<file path="src/rtl/sig_cond_pkg.sv">
// Shared constants and types for the sig_in pin conditioning path.
package sig_cond_pkg;

    localparam int DEBOUNCE_10MS_100MHZ = 1000000;
    localparam int SIM_DEBOUNCE_CYCLES  = 4;

    typedef enum logic {
        STABLE = 1'b0,
        COUNT  = 1'b1
    } deb_state_t;

endpackage

</file>
<file path="src/rtl/sig_debounce_bit.sv">
// One input bit: synchroniser chain, debounce FSM with persistence counter,
// and registered rise/fall strobes.
module sig_debounce_bit
    import sig_cond_pkg::*;
#(
    parameter int   SYNC_STAGES     = 2,
    parameter int   DEBOUNCE_CYCLES = DEBOUNCE_10MS_100MHZ,
    parameter logic RST_BIT         = 1'b0
) (
    input  logic i_clk,
    input  logic i_rst_n,
    input  logic i_raw,
    output logic o_stable,
    output logic o_rise,
    output logic o_fall,
    output logic o_accept
);

    localparam int CNT_W = $clog2(DEBOUNCE_CYCLES);
    localparam logic [CNT_W-1:0] CNT_MAX = CNT_W'(DEBOUNCE_CYCLES - 1);

    logic [SYNC_STAGES-1:0] r_sync;
    deb_state_t             r_state;
    logic [CNT_W-1:0]       r_cnt;
    logic                   r_stable;
    logic                   r_rise;
    logic                   r_fall;
    logic                   w_sync_q;
    logic                   w_diff;
    logic                   w_accept;

    // Synchroniser: plain flop chain, nothing between stages.
    always_ff @(posedge i_clk or negedge i_rst_n) begin
        if (!i_rst_n) begin
            r_sync <= {SYNC_STAGES{RST_BIT}};
        end else begin
            r_sync <= {r_sync[SYNC_STAGES-2:0], i_raw};
        end
    end

    assign w_sync_q = r_sync[SYNC_STAGES-1];
    assign w_diff   = w_sync_q ^ r_stable;
    assign w_accept = (r_state == COUNT) && w_diff && (r_cnt == CNT_MAX);

    // Debounce: any return to the accepted level restarts the count from zero.
    always_ff @(posedge i_clk or negedge i_rst_n) begin
        if (!i_rst_n) begin
            r_state  <= STABLE;
            r_cnt    <= '0;
            r_stable <= RST_BIT;
            r_rise   <= 1'b0;
            r_fall   <= 1'b0;
        end else begin
            r_rise <= 1'b0;
            r_fall <= 1'b0;
            case (r_state)
                STABLE: begin
                    if (w_diff) begin
                        r_state <= COUNT;
                        r_cnt   <= CNT_W'(1);
                    end else begin
                        r_cnt <= '0;
                    end
                end
                COUNT: begin
                    if (!w_diff) begin
                        r_state <= STABLE;
                        r_cnt   <= '0;
                    end else if (w_accept) begin
                        r_stable <= w_sync_q;
                        r_rise   <= w_sync_q;
                        r_fall   <= ~w_sync_q;
                        r_state  <= STABLE;
                        r_cnt    <= '0;
                    end else begin
                        r_cnt <= r_cnt + 1'b1;
                    end
                end
                default: begin
                    r_state <= STABLE;
                    r_cnt   <= '0;
                end
            endcase
        end
    end

    assign o_stable = r_stable;
    assign o_rise   = r_rise;
    assign o_fall   = r_fall;
    assign o_accept = w_accept;

endmodule

</file>
<file path="src/rtl/sig_in_conditioner.sv">
// Conditions the raw sig_in pins: per-bit sync + debounce, with clean levels,
// edge strobes and a combined change flag for the downstream user logic.
module sig_in_conditioner
    import sig_cond_pkg::*;
#(
    parameter int               WIDTH           = 8,
    parameter int               SYNC_STAGES     = 2,
    parameter int               DEBOUNCE_CYCLES = DEBOUNCE_10MS_100MHZ,
    parameter logic [WIDTH-1:0] RST_VAL         = {WIDTH{1'b0}}
) (
    input  logic             sys_clock,
    input  logic             reset,
    input  logic [WIDTH-1:0] sig_raw,
    output logic [WIDTH-1:0] sig_stable,
    output logic [WIDTH-1:0] sig_rise,
    output logic [WIDTH-1:0] sig_fall,
    output logic             chg_any
);

    logic [WIDTH-1:0] w_accept;
    logic             r_chg_any;

    for (genvar gi = 0; gi < WIDTH; gi++) begin : g_bit
        sig_debounce_bit #(
            .SYNC_STAGES     (SYNC_STAGES),
            .DEBOUNCE_CYCLES (DEBOUNCE_CYCLES),
            .RST_BIT         (RST_VAL[gi])
        ) u_bit (
            .i_clk    (sys_clock),
            .i_rst_n  (reset),
            .i_raw    (sig_raw[gi]),
            .o_stable (sig_stable[gi]),
            .o_rise   (sig_rise[gi]),
            .o_fall   (sig_fall[gi]),
            .o_accept (w_accept[gi])
        );
    end

    // Registered from the accept terms so it lands in the same cycle as the strobes.
    always_ff @(posedge sys_clock or negedge reset) begin
        if (!reset) begin
            r_chg_any <= 1'b0;
        end else begin
            r_chg_any <= |w_accept;
        end
    end

    assign chg_any = r_chg_any;

endmodule

</file>
<file path="config.mk">
export PLATFORM = sky130hd
export DESIGN_NAME = sig_in_conditioner
export DESIGN_NICKNAME = d
export VERILOG_FILES = /design/src/rtl/sig_cond_pkg.sv /design/src/rtl/sig_debounce_bit.sv /design/src/rtl/sig_in_conditioner.sv
export SDC_FILE = /design/constraint.sdc
export NUM_CORES = 1
export LEC_CHECK = 0
export ABC_AREA = 1
export CAP_MARGIN = 20
export CORE_ASPECT_RATIO = 1.75
export CORE_UTILIZATION = 60
export DETAILED_ROUTE_END_ITERATION = 10
export HOLD_SLACK_MARGIN = 0.02
export PLACE_DENSITY = 0.89
export SKIP_LAST_GASP = 1
export SYNTH_ARGS = -nofsm -noshare
export SYNTH_HDL_FRONTEND = slang
export SYNTH_HIERARCHICAL = 1
export SYNTH_SLANG_ARGS = --single-unit
</file>
<file path="constraint.sdc">
create_clock -name sys_clock -period 2.3 [get_ports sys_clock]
set_input_delay 0.575 -clock sys_clock [delete_from_list [all_inputs] [get_ports sys_clock]]
set_output_delay 0.575 -clock sys_clock [all_outputs]
set_load 0.03 [all_outputs]
</file>
Yosys cells after proc, flatten, opt, wreduce, memory -nomap -nowiden
Cells that the tools add are included.
Word-level totals
  bits in registers: 209
  bits of input ports: 10
  output and inout port bits: 25
  word-level logic and storage cells: 226
Cells by class
  $add $sub $neg: 8
  equal/unequal tests: 8
  multiplexer cells: 112
  bitwise logic cells: 24
  reduce and logical (&&, ||, !) cells: 25
Operators with widths (number)
  two-way mux 20 bit: 16
  case mux 20 bit (2 select lines): 8
  adder 20 x 1 -> 20 bit (second input constant): 8
  == test 20 bit (second input constant): 8
  two-way mux 1 bit: 80
  AND reduction 3 bit: 8
  logical AND 1 bit: 16
  NOT 1 bit: 16
  case mux 1 bit (2 select lines): 8
  OR reduction 8 bit: 1
  bitwise XOR 1 bit: 8

Depth between registers and ports, before layout
Gate-level depths: netlist of the first run.
  word-level depth: 6
  mapped depth: 11
  gate-level depth less buffers: 11

By module
The synthesis of the first run kept the hierarchy.
Modules (own cells, without submodules)
  sig_debounce_bit at g_bit[0].u_bit ...: times used 6, cells an instance 188, area an instance 1438.9 um2, sequential area each 650.6 um2
  sig_debounce_bit at g_bit[2].u_bit: times used 1, cells an instance 193, area an instance 1534.0 um2, sequential area each 650.6 um2
  sig_debounce_bit at g_bit[7].u_bit: times used 1, cells an instance 194, area an instance 1475.2 um2, sequential area each 650.6 um2
  sig_in_conditioner: times used 1, cells an instance 16, area an instance 81.3 um2, sequential area each 25.0 um2

Least setup slack after synthesis of the first run
Ideal clock, no wire load.
  kind: reg-to-reg
  start: reg g_bit[7].u_bit.r_stable
  end: reg r_chg_any, in the netlist chg_any
  setup time: 119 ps
  data arrival time: 1314 ps
  required time: 2181 ps
  setup slack: 867 ps
  stages on the path, launching flop included: 11
  buffers on the path: 1
  clock period less this slack: 1433 ps
  cells stage by stage: dfrtp_1 or2_1 nand2_1 nor2_2 buf_6 inv_2 nor2_1 inv_1 nand2_1 nor2_1 nand2_1
On the way
  cells in the longest elaborated chain, start to end: 4
RTL lines
  start: declaration: line sig_debounce_bit.sv:25  | logic r_stable;
  start signal: assignment: line sig_debounce_bit.sv:70  | r_stable <= w_sync_q;
  bitwise XOR 1 bit: line sig_debounce_bit.sv:42  | assign w_diff = w_sync_q ^ r_stable;
  logical AND 1 bit (2 in series): line sig_debounce_bit.sv:43  | assign w_accept = (r_state == COUNT) && w_diff && (r_cnt == CNT_MAX);
  net w_accept[7]: line sig_in_conditioner.sv:20  | logic [WIDTH-1:0] w_accept;
  OR reduction 8 bit: line sig_in_conditioner.sv:44  | r_chg_any <= |w_accept;
  end signal: assignment: line sig_in_conditioner.sv:44
  end: declaration: line sig_in_conditioner.sv:21  | logic r_chg_any;
The timed path passes the listed nets, and every way through them passes these cells.
A chain may end at the register's enable or synchronous reset.

Final worst setup path of the first run
  start: reg g_bit[2].u_bit.r_stable
  end: out sig_stable[2]
RTL lines
  start: declaration: line sig_debounce_bit.sv:25
  start signal: assignment: line sig_debounce_bit.sv:70
  end: declaration: line sig_in_conditioner.sv:14  | output logic [WIDTH-1:0] sig_stable,
No word-level cell between the ends.

==> flow_summary_export.csv, run 1 <==
group,metric,value,unit
routing,vias,9586,
logic_synthesis,synth.avg_cell_area,7.66,um2
die,start_util,0.613,
cells_and_area,synthToLayoutAreaGrowth,11.5,%
sta,maxSlewHeadroom,0.667,
sta,slew_violations,0,
logic_synthesis,synthesis.area,11700,um2
logic_synthesis,yosysMostFrequentCell,"nand2_1",
routing,drtIter0Drc,545,
grt,met3_usage,0.0272,
pwr,cellLeakagePower,5.67,nW
pwr,seqPwrFrac,0.494,
cells_and_area,num_antenna_cells,0,
sta,hold_viol_final,0,
worst_setup_path,start_kind,"flip-flop",
die,die_y,187,um
logic_synthesis,ys_ff_latch,209,
worst_setup_path,arrival,1.62,ns
cells_and_area,fin_nets,1607,
pwr,combinationalPowerShare,0.058,
die,rows,67,
pwr,p_sw_frac,0.225,
worst_setup_path,reg2reg_from,"g_bit[5].u_bit/r_cnt[0]",
die,core_area,19100,um2
routing,route.detailed.drc,0,
worst_setup_path,reg2reg_to,"g_bit[5].u_bit/r_cnt[0]",
worst_setup_path,rrSetupSlack,0.56,ns
routing,wirelength,24.1,mm
pwr,power_per_cell_area,586,nW/um2
sta,fmax,456,MHz
logic_synthesis,yosys.area.top_type,"dfrtp_1",
grt,overflow,0,
grt,grt.busiest_layer,"met2",
logic_synthesis,async_flop_share,1.00,
logic_synthesis,synth_area_leaders,"dfrtp_1, nand2_1, nor2_1",
worst_setup_path,critPathKind,"flip-flop to output port",
clock_network,max-clock-path-buffers,3,
logic_synthesis,ys_types,33,
sta,fin_crit_sh,0.953,
worst_hold_path,hp-class,"input pin to async pin",
logic_synthesis,yosys.area.top_type_share,0.446,
placement,dpl.hpwl,18.0,mm
logic_synthesis,synthTopCellsByCount,"nand2_1, nor2_1, dfrtp_1",
worst_setup_path,crit_slowest_cell,"clkdlybuf4s50_1",
grt,grt_pass1_wl,41.4,mm
worst_setup_path,endpoint_kind,"output port",
sta,rsz0062_at_grt,"false",
clock_network,numCtsBuffers,21,
grt,antenna_found_initial,0,
sta,hold_ws,0.0242,ns
cells_and_area,finish.utilization,0.684,
worst_setup_path,cp_top_family,"buffers and inverters",
worst_setup_path,max_stage_delay,0.75,ns
logic_synthesis,ys.flop_type,"dfrtp_1",
die,fp.dieArea,20100,um2
sta,fin_setup_tns,0,ns
logic_synthesis,syn-num-nets,1549,
worst_setup_path,ff2ff_path_depth,7,
clock_network,clk_pin_slew_worst_paths,0.06,ns
logic_synthesis,syn_inst,1531,
worst_setup_path,critPathMaxFanout,4,
routing,vias_per_cell,5.20,
grt,met2_usage,0.485,
routing,drt-pass1-iter-count,7,
grt,use_met1,0.261,
grt,grt_pass1_vias,9642,
sta,report.final.setup_viol,0,
sta,period_needed,2.19,ns
sta,worst_pin_slew,0.500,ns
logic_synthesis,ys_seq_area_frac,0.446,
pwr,clkPwrFrac,0.449,
clock_network,cts_tree,"done",
placement,io_buffer_count,34,
clock_network,htreeDepth,1,
routing,post_drt_wl_per_cell,13.1,um
grt,grt_max_degree,58,
worst_setup_path,worstPathCellList,"clkdlybuf4s50_1",
die,die_width,108,um
logic_synthesis,yosysWarnings,6,
routing,postRouteAntennaNets,0,
logic_synthesis,synth_edf_count,0,
worst_setup_path,path_buf_inv,1,
flow_run,drv_cap,0,
die,io-pin-count,35,
cells_and_area,drive_gt1_frac,0.163,
placement,gp_congestion,0.944,
pwr,ir_drop,0.567,mV
clock_network,cts-resized-gates,0,
sta,fin_worst_skew,0.0172,ns
clock_network,cts_setup_buffers,0,
grt,grt.total_usage,0.253,
clock_network,insertion_delay,0.50,ns
clock_network,cts_sinks,209,
pwr,internal-power,5.94,mW
pwr,switchingPower,1.72,mW
clock_network,root_buffer,"clkbuf_16",
clock_network,cts_hold_buffers,0,
outcome,outcome,"complete, no violations",
worst_setup_path,cp_data_required_time,1.73,ns
## layout make-up
cell class	instances	area (um2)
Fill cell	1557	6040
Clock inverter	5	77.6
Tap cell	241	302
Timing Repair Buffer	46	485
Sequential cell	209	5230
Multi-Input combinational cell	1098	5570
Clock buffer	31	613
Inverter	213	800
## power groups by stage
stage	Combinational (mW)	Clock (mW)	Sequential, mW
finish	0.441	3.44	3.78
global route	0.502	3.66	3.79
detailed placement	0.448	0	3.85
CTS	0.450	3.51	3.78
floorplan	0.291	0	3.84
global placement	0.431	0	3.85
## worst max path at each step
| stage | startpoint | endpoint | slack, ns | depth (start not counted) |
|---|---|---|---|---|
| floorplan | g_bit[7].u_bit/o_stable | chg_any | 0.87 | 10 |
| global placement | g_bit[7].u_bit/r_cnt[0] | g_bit[7].u_bit/r_cnt[9] | 0.64 | 6 |
| detailed placement | g_bit[5].u_bit/r_cnt[0] | g_bit[5].u_bit/r_cnt[0] | 0.57 | 7 |
| CTS | g_bit[2].u_bit/o_stable | sig_stable[2] | 0.12 | 1 |
| global route | g_bit[2].u_bit/o_stable | sig_stable[2] | 0.05 | 1 |
| finish | g_bit[2].u_bit/o_stable | sig_stable[2] | 0.11 | 1 |
## registers in the layout, summed over array words and instances (netlist names)
signal	flops
chg_any	1
g_bit.u_bit/o_fall	8
g_bit.u_bit/r_cnt	160
g_bit.u_bit/r_sync	16
g_bit.u_bit/o_stable	8
g_bit.u_bit/o_rise	8
g_bit.u_bit/r_state	8
## cell usage in the layout (no fill, tap or decap), types with 2 or more instances in the layout
cell               n
nand4_1           24
nand3_2            8
o21ai_1            6
clkbuf_8           5
or2_1              2
xor2_1            48
clkinv_2           2
nand3_1           99
clkinv_1           2
o21ai_2            6
or2_2              6
nor2_4            30
inv_2             15
nand2_2           42
nor2b_2            6
o21ai_0           16
clkdlybuf4s50_1   33
inv_1            196
buf_12             4
nand3b_1          12
nor3_1             3
nor2_2            97
clkbuf_1           5
dfrtp_1          209
clkbuf_16         21
nand2_1          357
xnor2_1           12
a21oi_1           19
nor3_2             2
nor2_1           284
o21bai_1           6
ha_1               8
bufinv_16          2
buf_4              8
nor3b_2            2
## through the flow
| step | std cells | setup slack, ns | area (um2) | power [mW] |
|---|---|---|---|---|
| CTS | 1843 | 0.117 | 13100 | 7.75 |
| global route | 1843 | 0.0487 | 13100 | 7.95 |
| floorplan | 1531 | 0.867 | 11700 | 4.13 |
| global placement | 1807 | 0.640 | 12400 | 4.28 |
| finish | 1843 | 0.108 | 13100 | 7.66 |
| detailed placement | 1807 | 0.575 | 12400 | 4.30 |
## cells by family (layout without fill, tap and decap cells)
family | after synthesis | count (layout) | synth area share
buf+inv | 224 | 295 | 0.0789
fa+ha+maj | 8 | 8 | 0.00854
xor+xnor | 60 | 60 | 0.0448
compound gates | 53 | 53 | 0.0258
flops | 209 | 209 | 0.446
simple gates | 977 | 977 | 0.396
## per-layer routing
layer | share of wire | routed length, um | up-vias
met5 | 0 | 0 | -
li1 | - | - | 4793
met1 | 0.37 | 8920 | 4517
met2 | 0.55 | 13300 | 193
met3 | 0.033 | 784 | 83
met4 | 0.045 | 1090 | 0
No activity file was read; power rests on OpenSTA's default activity.
==> run 2, diff against run 1 <==
--- a/config.mk
+++ b/config.mk
@@ -10,7 +10,6 @@
 export CORE_ASPECT_RATIO = 1.75
 export CORE_UTILIZATION = 60
 export DETAILED_ROUTE_END_ITERATION = 10
-export HOLD_SLACK_MARGIN = 0.02
 export PLACE_DENSITY = 0.89
 export SKIP_LAST_GASP = 1
 export SYNTH_ARGS = -nofsm -noshare
==> constraint.sdc (replaced) <==
create_clock -name sys_clock -period 2.2 [get_ports sys_clock]
set_input_delay 0.55 -clock sys_clock [delete_from_list [all_inputs] [get_ports sys_clock]]
set_output_delay 0.55 -clock sys_clock [all_outputs]
set_load 0.03 [all_outputs]
==> flow_summary_export.csv, run 2 (synthesis gave the netlist of run 1 again) <==
group,metric,value,unit
grt,antenna_found_initial,0,
die,fp.dieArea,20100,um2
worst_setup_path,arrival,1.59,ns
cells_and_area,final_cell_mix,"nand2_1, nor2_1, dfrtp_1, inv_1, nand3_1",
worst_setup_path,reg2reg_from,"g_bit[7].u_bit/r_cnt[0]",
clock_network,numCtsBuffers,21,
clock_network,clk_pin_slew_worst_paths,0.07,ns
worst_setup_path,ff2ff_path_depth,10,
sta,report.final.setup_viol,0,
pwr,fin_total_pwr,8.25,mW
sta,period_needed,2.14,ns
routing,postRouteAntennaNets,0,
die,io-pin-count,35,
clock_network,insertion_delay,0.50,ns
worst_setup_path,critPathKind,"flip-flop to output port",
sta,rsz0062_at_grt,"false",
routing,drt-pass1-iter-count,6,
worst_setup_path,crit_slowest_cell,"clkdlybuf4s50_1",
worst_setup_path,reg2reg_to,"chg_any",
routing,drtIter0Drc,408,
pwr,ir_drop,0.609,mV
clock_network,cts_setup_buffers,0,
pwr,switchingPower,1.86,mW
pwr,power_per_cell_area,628,nW/um2
die,rows,67,
placement,io_buffer_count,34,
sta,fin_setup_tns,0,ns
grt,grt_max_degree,54,
grt,grt_pass1_wl,42.1,mm
sta,hold_ws,0.342,ns
worst_setup_path,path_buf_inv,1,
grt,grt_pass1_vias,9991,
worst_setup_path,endpoint_kind,"output port",
die,die_width,108,um
worst_setup_path,critPathMaxFanout,4,
worst_setup_path,start_kind,"flip-flop",
worst_setup_path,cp_top_family,"buffers and inverters",
flow_run,drv_cap,0,
placement,dpl.hpwl,18.0,mm
die,core_area,19100,um2
clock_network,htreeDepth,1,
grt,overflow,0,
cells_and_area,regMostFlops,"g_bit.u_bit/r_cnt",
cells_and_area,reg_top3,"g_bit.u_bit/r_cnt (160), g_bit.u_bit/r_sync (16)",
worst_hold_path,holdCritStartpoint,"g_bit[4].u_bit/r_sync[0]",
routing,post_drt_wl_per_cell,13.1,um
routing,wirelength,24.2,mm
pwr,combinationalPowerShare,0.056,
cells_and_area,drive_gt1_frac,0.165,
sta,fmax,467,MHz
routing,vias,9670,
worst_hold_path,min_to,"g_bit[4].u_bit/r_sync[1]",
pwr,clkPwrFrac,0.465,
placement,pre_cts_ws,0.449,ns
sta,worst_pin_slew,0.446,ns
die,die_y,187,um
cells_and_area,largest_register_ffs,160,
sta,slew_violations,0,
sta,hold_viol_final,0,
pwr,cellLeakagePower,5.71,nW
sta,fin_worst_skew,0.0127,ns
cells_and_area,multi_input_area,5570,um2
sta,fin_crit_sh,0.973,
outcome,outcome,"complete, no violations",
clock_network,root_buffer,"clkbuf_16",
grt,grt.total_usage,0.255,
routing,vias_per_cell,5.24,
cells_and_area,final_common_cell,"nand2_1",
clock_network,cts_sinks,209,
worst_hold_path,hp-class,"flip-flop to flip-flop",
routing,route.detailed.drc,0,
pwr,p_sw_frac,0.226,
worst_hold_path,whs_path_depth,0,
worst_setup_path,rrSetupSlack,0.41,ns
sta,fin_ws,0.0604,ns
cells_and_area,register_area,5230,um2
placement,gp_congestion,0.953,
worst_setup_path,max_stage_delay,0.69,ns
worst_setup_path,worstPathCellList,"clkdlybuf4s50_1",
cells_and_area,num_antenna_cells,0,
clock_network,max-clock-path-buffers,3,
pwr,internal-power,6.39,mW
pwr,seqPwrFrac,0.480,
die,start_util,0.613,
sta,maxSlewHeadroom,0.703,
cells_and_area,fin_nets,1609,
cells_and_area,synthToLayoutAreaGrowth,12.0,%
worst_setup_path,cp_data_required_time,1.65,ns
clock_network,cts_tree,"done",
cells_and_area,fillCellCount,1472,
==> run 2: changes by cell type in the layout (fill, tap and decap cells not counted), moves of 2 or more <==
cell	delta
clkbuf_8	-2
clkbuf_1	-2
bufinv_16	+2
buf_4	+2
==> run 2: stage by stage <==
step,instances,instance area (um2),util
6_report,1845,13100,0.687
5_1_grt,1845,13100,0.687
4_1_cts,1845,13100,0.687
3_5_place_dp,1808,12400,0.648
3_3_place_gp,1808,12400,0.648
2_1_floorplan,1531,11700,-
==> run 2: routing by layer <==
layer / track usage / wire (um) / vias to the layer above
li1: - / - / 4797
met1: 0.261 / 8780 / 4570
met2: 0.496 / 13700 / 210
met3: 0.0254 / 679 / 93
met4: 0.128 / 1030 / 0
met5: 0 / 0 / -
==> run 2: area by class of cell <==
class	count	area share
clock buffers	27	0.0440
clock inverters	9	0.0123
inverters	213	0.0609
multi-input cells	1098	0.424
flip-flops and latches	209	0.398
well taps	241	0.0230
repair buffers	48	0.0375
==> run 2: power by group through the flow <==
| stage | clock network [mW] | registers [mW] | logic (mW) |
|---|---|---|---|
| after detailed placement | 0 | 4.03 | 0.464 |
| after CTS | 3.92 | 3.96 | 0.470 |
| final | 3.83 | 3.96 | 0.459 |
| after global placement | 0 | 4.02 | 0.448 |
| after floorplan | 0 | 4.01 | 0.304 |
| after global routing | 4.07 | 3.96 | 0.515 |
==> run 2: repair_timing <==
item,4_1_cts,5_1_grt
endpoints found under the hold margin,48,0
hold buffers,1,0
setup endpoints to repair,0,1
gates resized for setup,0,1
==> run 2: how the worst max path moves through the flow <==
stage / endpoint / slack, ns / depth (start not counted) / from
2_1_floorplan: chg_any / 0.77 / 10 / g_bit[7].u_bit/o_stable
3_3_place_gp: chg_any / 0.54 / 10 / g_bit[7].u_bit/r_cnt[0]
3_5_place_dp: g_bit[7].u_bit/r_cnt[12] / 0.45 / 6 / g_bit[7].u_bit/r_cnt[0]
4_1_cts: sig_stable[5] / 0.02 / 1 / g_bit[5].u_bit/o_stable
5_1_grt: sig_stable[3] / 0.01 / 1 / g_bit[3].u_bit/o_stable
6_report: sig_stable[3] / 0.06 / 1 / g_bit[3].u_bit/o_stable
==> run 3, diff against run 2 <==
--- a/config.mk
+++ b/config.mk
@@ -7,11 +7,11 @@
 export LEC_CHECK = 0
 export ABC_AREA = 1
 export CAP_MARGIN = 20
-export CORE_ASPECT_RATIO = 1.75
 export CORE_UTILIZATION = 60
 export DETAILED_ROUTE_END_ITERATION = 10
 export PLACE_DENSITY = 0.89
 export SKIP_LAST_GASP = 1
+export SLEW_MARGIN = 20
 export SYNTH_ARGS = -nofsm -noshare
 export SYNTH_HDL_FRONTEND = slang
 export SYNTH_HIERARCHICAL = 1
==> flow_summary_export.csv, run 3 (synthesis gave the netlist of run 1 again) <==
group,metric,value,unit
outcome,outcome,"complete, no violations",
sta,hold_ws,0.347,ns
flow_run,drv_cap,0,
placement,gp_congestion,0.901,
clock_network,root_buffer,"clkbuf_16",
clock_network,cts_tree,"done",
cells_and_area,final_common_cell,"nand2_1",
grt,grt_pass1_wl,41.7,mm
sta,maxSlewHeadroom,0.700,
clock_network,insertion_delay,0.51,ns
worst_hold_path,whs_path_depth,0,
clock_network,cts_sinks,209,
worst_setup_path,cp.depth,1,
worst_setup_path,cp_data_required_time,1.65,ns
clock_network,max-clock-path-buffers,3,
cells_and_area,largest_register_ffs,160,
die,io-pin-count,35,
cells_and_area,num_antenna_cells,0,
worst_setup_path,critPathMaxFanout,4,
worst_setup_path,path_buf_inv,1,
cells_and_area,regMostFlops,"g_bit.u_bit/r_cnt",
sta,fin_crit_sh,0.980,
die,core_area,19000,um2
sta,hold_viol_final,0,
placement,io_buffer_count,34,
clock_network,htreeDepth,1,
die,start_util,0.618,
sta,fmax,464,MHz
clock_network,numCtsBuffers,23,
routing,wirelength,23.4,mm
grt,grt_pass1_vias,9314,
die,die_y,142,um
routing,postRouteAntennaNets,0,
sta,period_needed,2.16,ns
grt,overflow,0,
cells_and_area,fin_nets,1614,
die,rows,50,
sta,report.final.setup_viol,0,
worst_setup_path,ff2ff_path_depth,6,
grt,antenna_found_initial,0,
worst_setup_path,crit_slowest_cell,"clkdlybuf4s50_1",
grt,grt.total_usage,0.251,
cells_and_area,drive_gt1_frac,0.169,
sta,slew_violations,0,
grt,grt_max_degree,53,
sta,fin_setup_tns,0,ns
cells_and_area,final_cell_mix,"nand2_1, nor2_1, dfrtp_1, inv_1, nand3_1",
routing,drtIter0Drc,449,
sta,fin_ws,0.0433,ns
pwr,cellLeakagePower,5.77,nW
worst_setup_path,start_kind,"flip-flop",
worst_setup_path,arrival,1.61,ns
routing,drt-pass1-iter-count,5,
sta,rsz0062_at_grt,"false",
placement,pre_cts_ws,0.525,ns
worst_setup_path,endpoint_kind,"output port",
placement,dpl.hpwl,16.7,mm
die,fp.dieArea,20100,um2
routing,route.detailed.drc,0,
worst_setup_path,worstPathCellList,"clkdlybuf4s50_1",
worst_setup_path,cp_top_family,"buffers and inverters",
die,die_width,142,um
pwr,power_per_cell_area,638,nW/um2
worst_hold_path,hp-class,"flip-flop to flip-flop",
sta,fin_worst_skew,0.00767,ns
worst_setup_path,critPathKind,"flip-flop to output port",
worst_setup_path,max_stage_delay,0.70,ns
cells_and_area,reg_top3,"g_bit.u_bit/r_cnt (160), g_bit.u_bit/r_sync (16)",
pwr,ir_drop,0.697,mV
sta,worst_pin_slew,0.451,ns
routing,post_drt_wl_per_cell,12.5,um
routing,vias,9480,
clock_network,clk_pin_slew_worst_paths,0.06,ns
cells_and_area,synthToLayoutAreaGrowth,12.8,%
routing,vias_per_cell,5.06,
## run 3: changes by cell type in the layout (fill, tap and decap cells not counted)
cell        previous run  this run
inv_8                  1         0
clkbuf_1               3         2
clkinv_4               1         0
clkinv_2               1         9
clkbuf_16             21        23
clkinvlp_4             1         0
buf_4                 10        13
inv_6                  1         0
## run 3: per-layer routing
layer	vias to the layer above	global-route usage	routed length (um)
li1	4801	-	-
met1	4477	0.331	10600
met2	162	0.432	11500
met3	40	0.0358	907
met4	0	0.0741	508
met5	-	0	0
## run 3: cell type report
cell class	count	area (um2)
Clock buffer	28	624
Clock inverter	13	165
Fill cell	1412	5730
Inverter	213	800
Multi-Input combinational cell	1098	5570
Sequential cell	209	5230
Tap cell	260	325
Timing Repair Buffer	51	515
## run 3: where the power goes
group,total [mW],internal (mW),switching [mW]
sequential,3.96,3.91,0.0453
combinational,0.465,0.145,0.320
clock,4.01,2.48,1.54
## run 3: final timing paths
kind                                          startpoint                       end  slack (ns)
worst max-delay path             g_bit[5].u_bit/o_stable             sig_stable[5]        0.04
worst min-delay path            g_bit[6].u_bit/r_sync[0]  g_bit[6].u_bit/r_sync[1]        0.35
worst max register to register   g_bit[7].u_bit/r_cnt[0]   g_bit[7].u_bit/r_cnt[6]        0.46
worst min register to register  g_bit[6].u_bit/r_sync[0]  g_bit[6].u_bit/r_sync[1]        0.35
max in group asynchronous                          reset  g_bit[0].u_bit/r_cnt[16]        1.04
min in group asynchronous                          reset  g_bit[1].u_bit/r_cnt[15]        0.56
## run 3: per-stage QoR
| step | instances | area (um2) | utilization | total power, mW |
|---|---|---|---|---|
| floorplan | 1531 | 11700 | - | 4.32 |
| global placement | 1830 | 12400 | 0.656 | 4.48 |
| detailed placement | 1830 | 12400 | 0.656 | 4.49 |
| CTS | 1872 | 13200 | 0.698 | 8.53 |
| global route | 1872 | 13200 | 0.698 | 8.74 |
| finish | 1872 | 13200 | 0.698 | 8.44 |
## run 3: timing repair
action | 4_1_cts | 5_1_grt
hold buffers | 1 | 0
endpoints found under the setup margin | 0 | 1
buffers inserted | 0 | 0
hold endpoints to repair | 46 | 0
gates resized for setup | 0 | 1
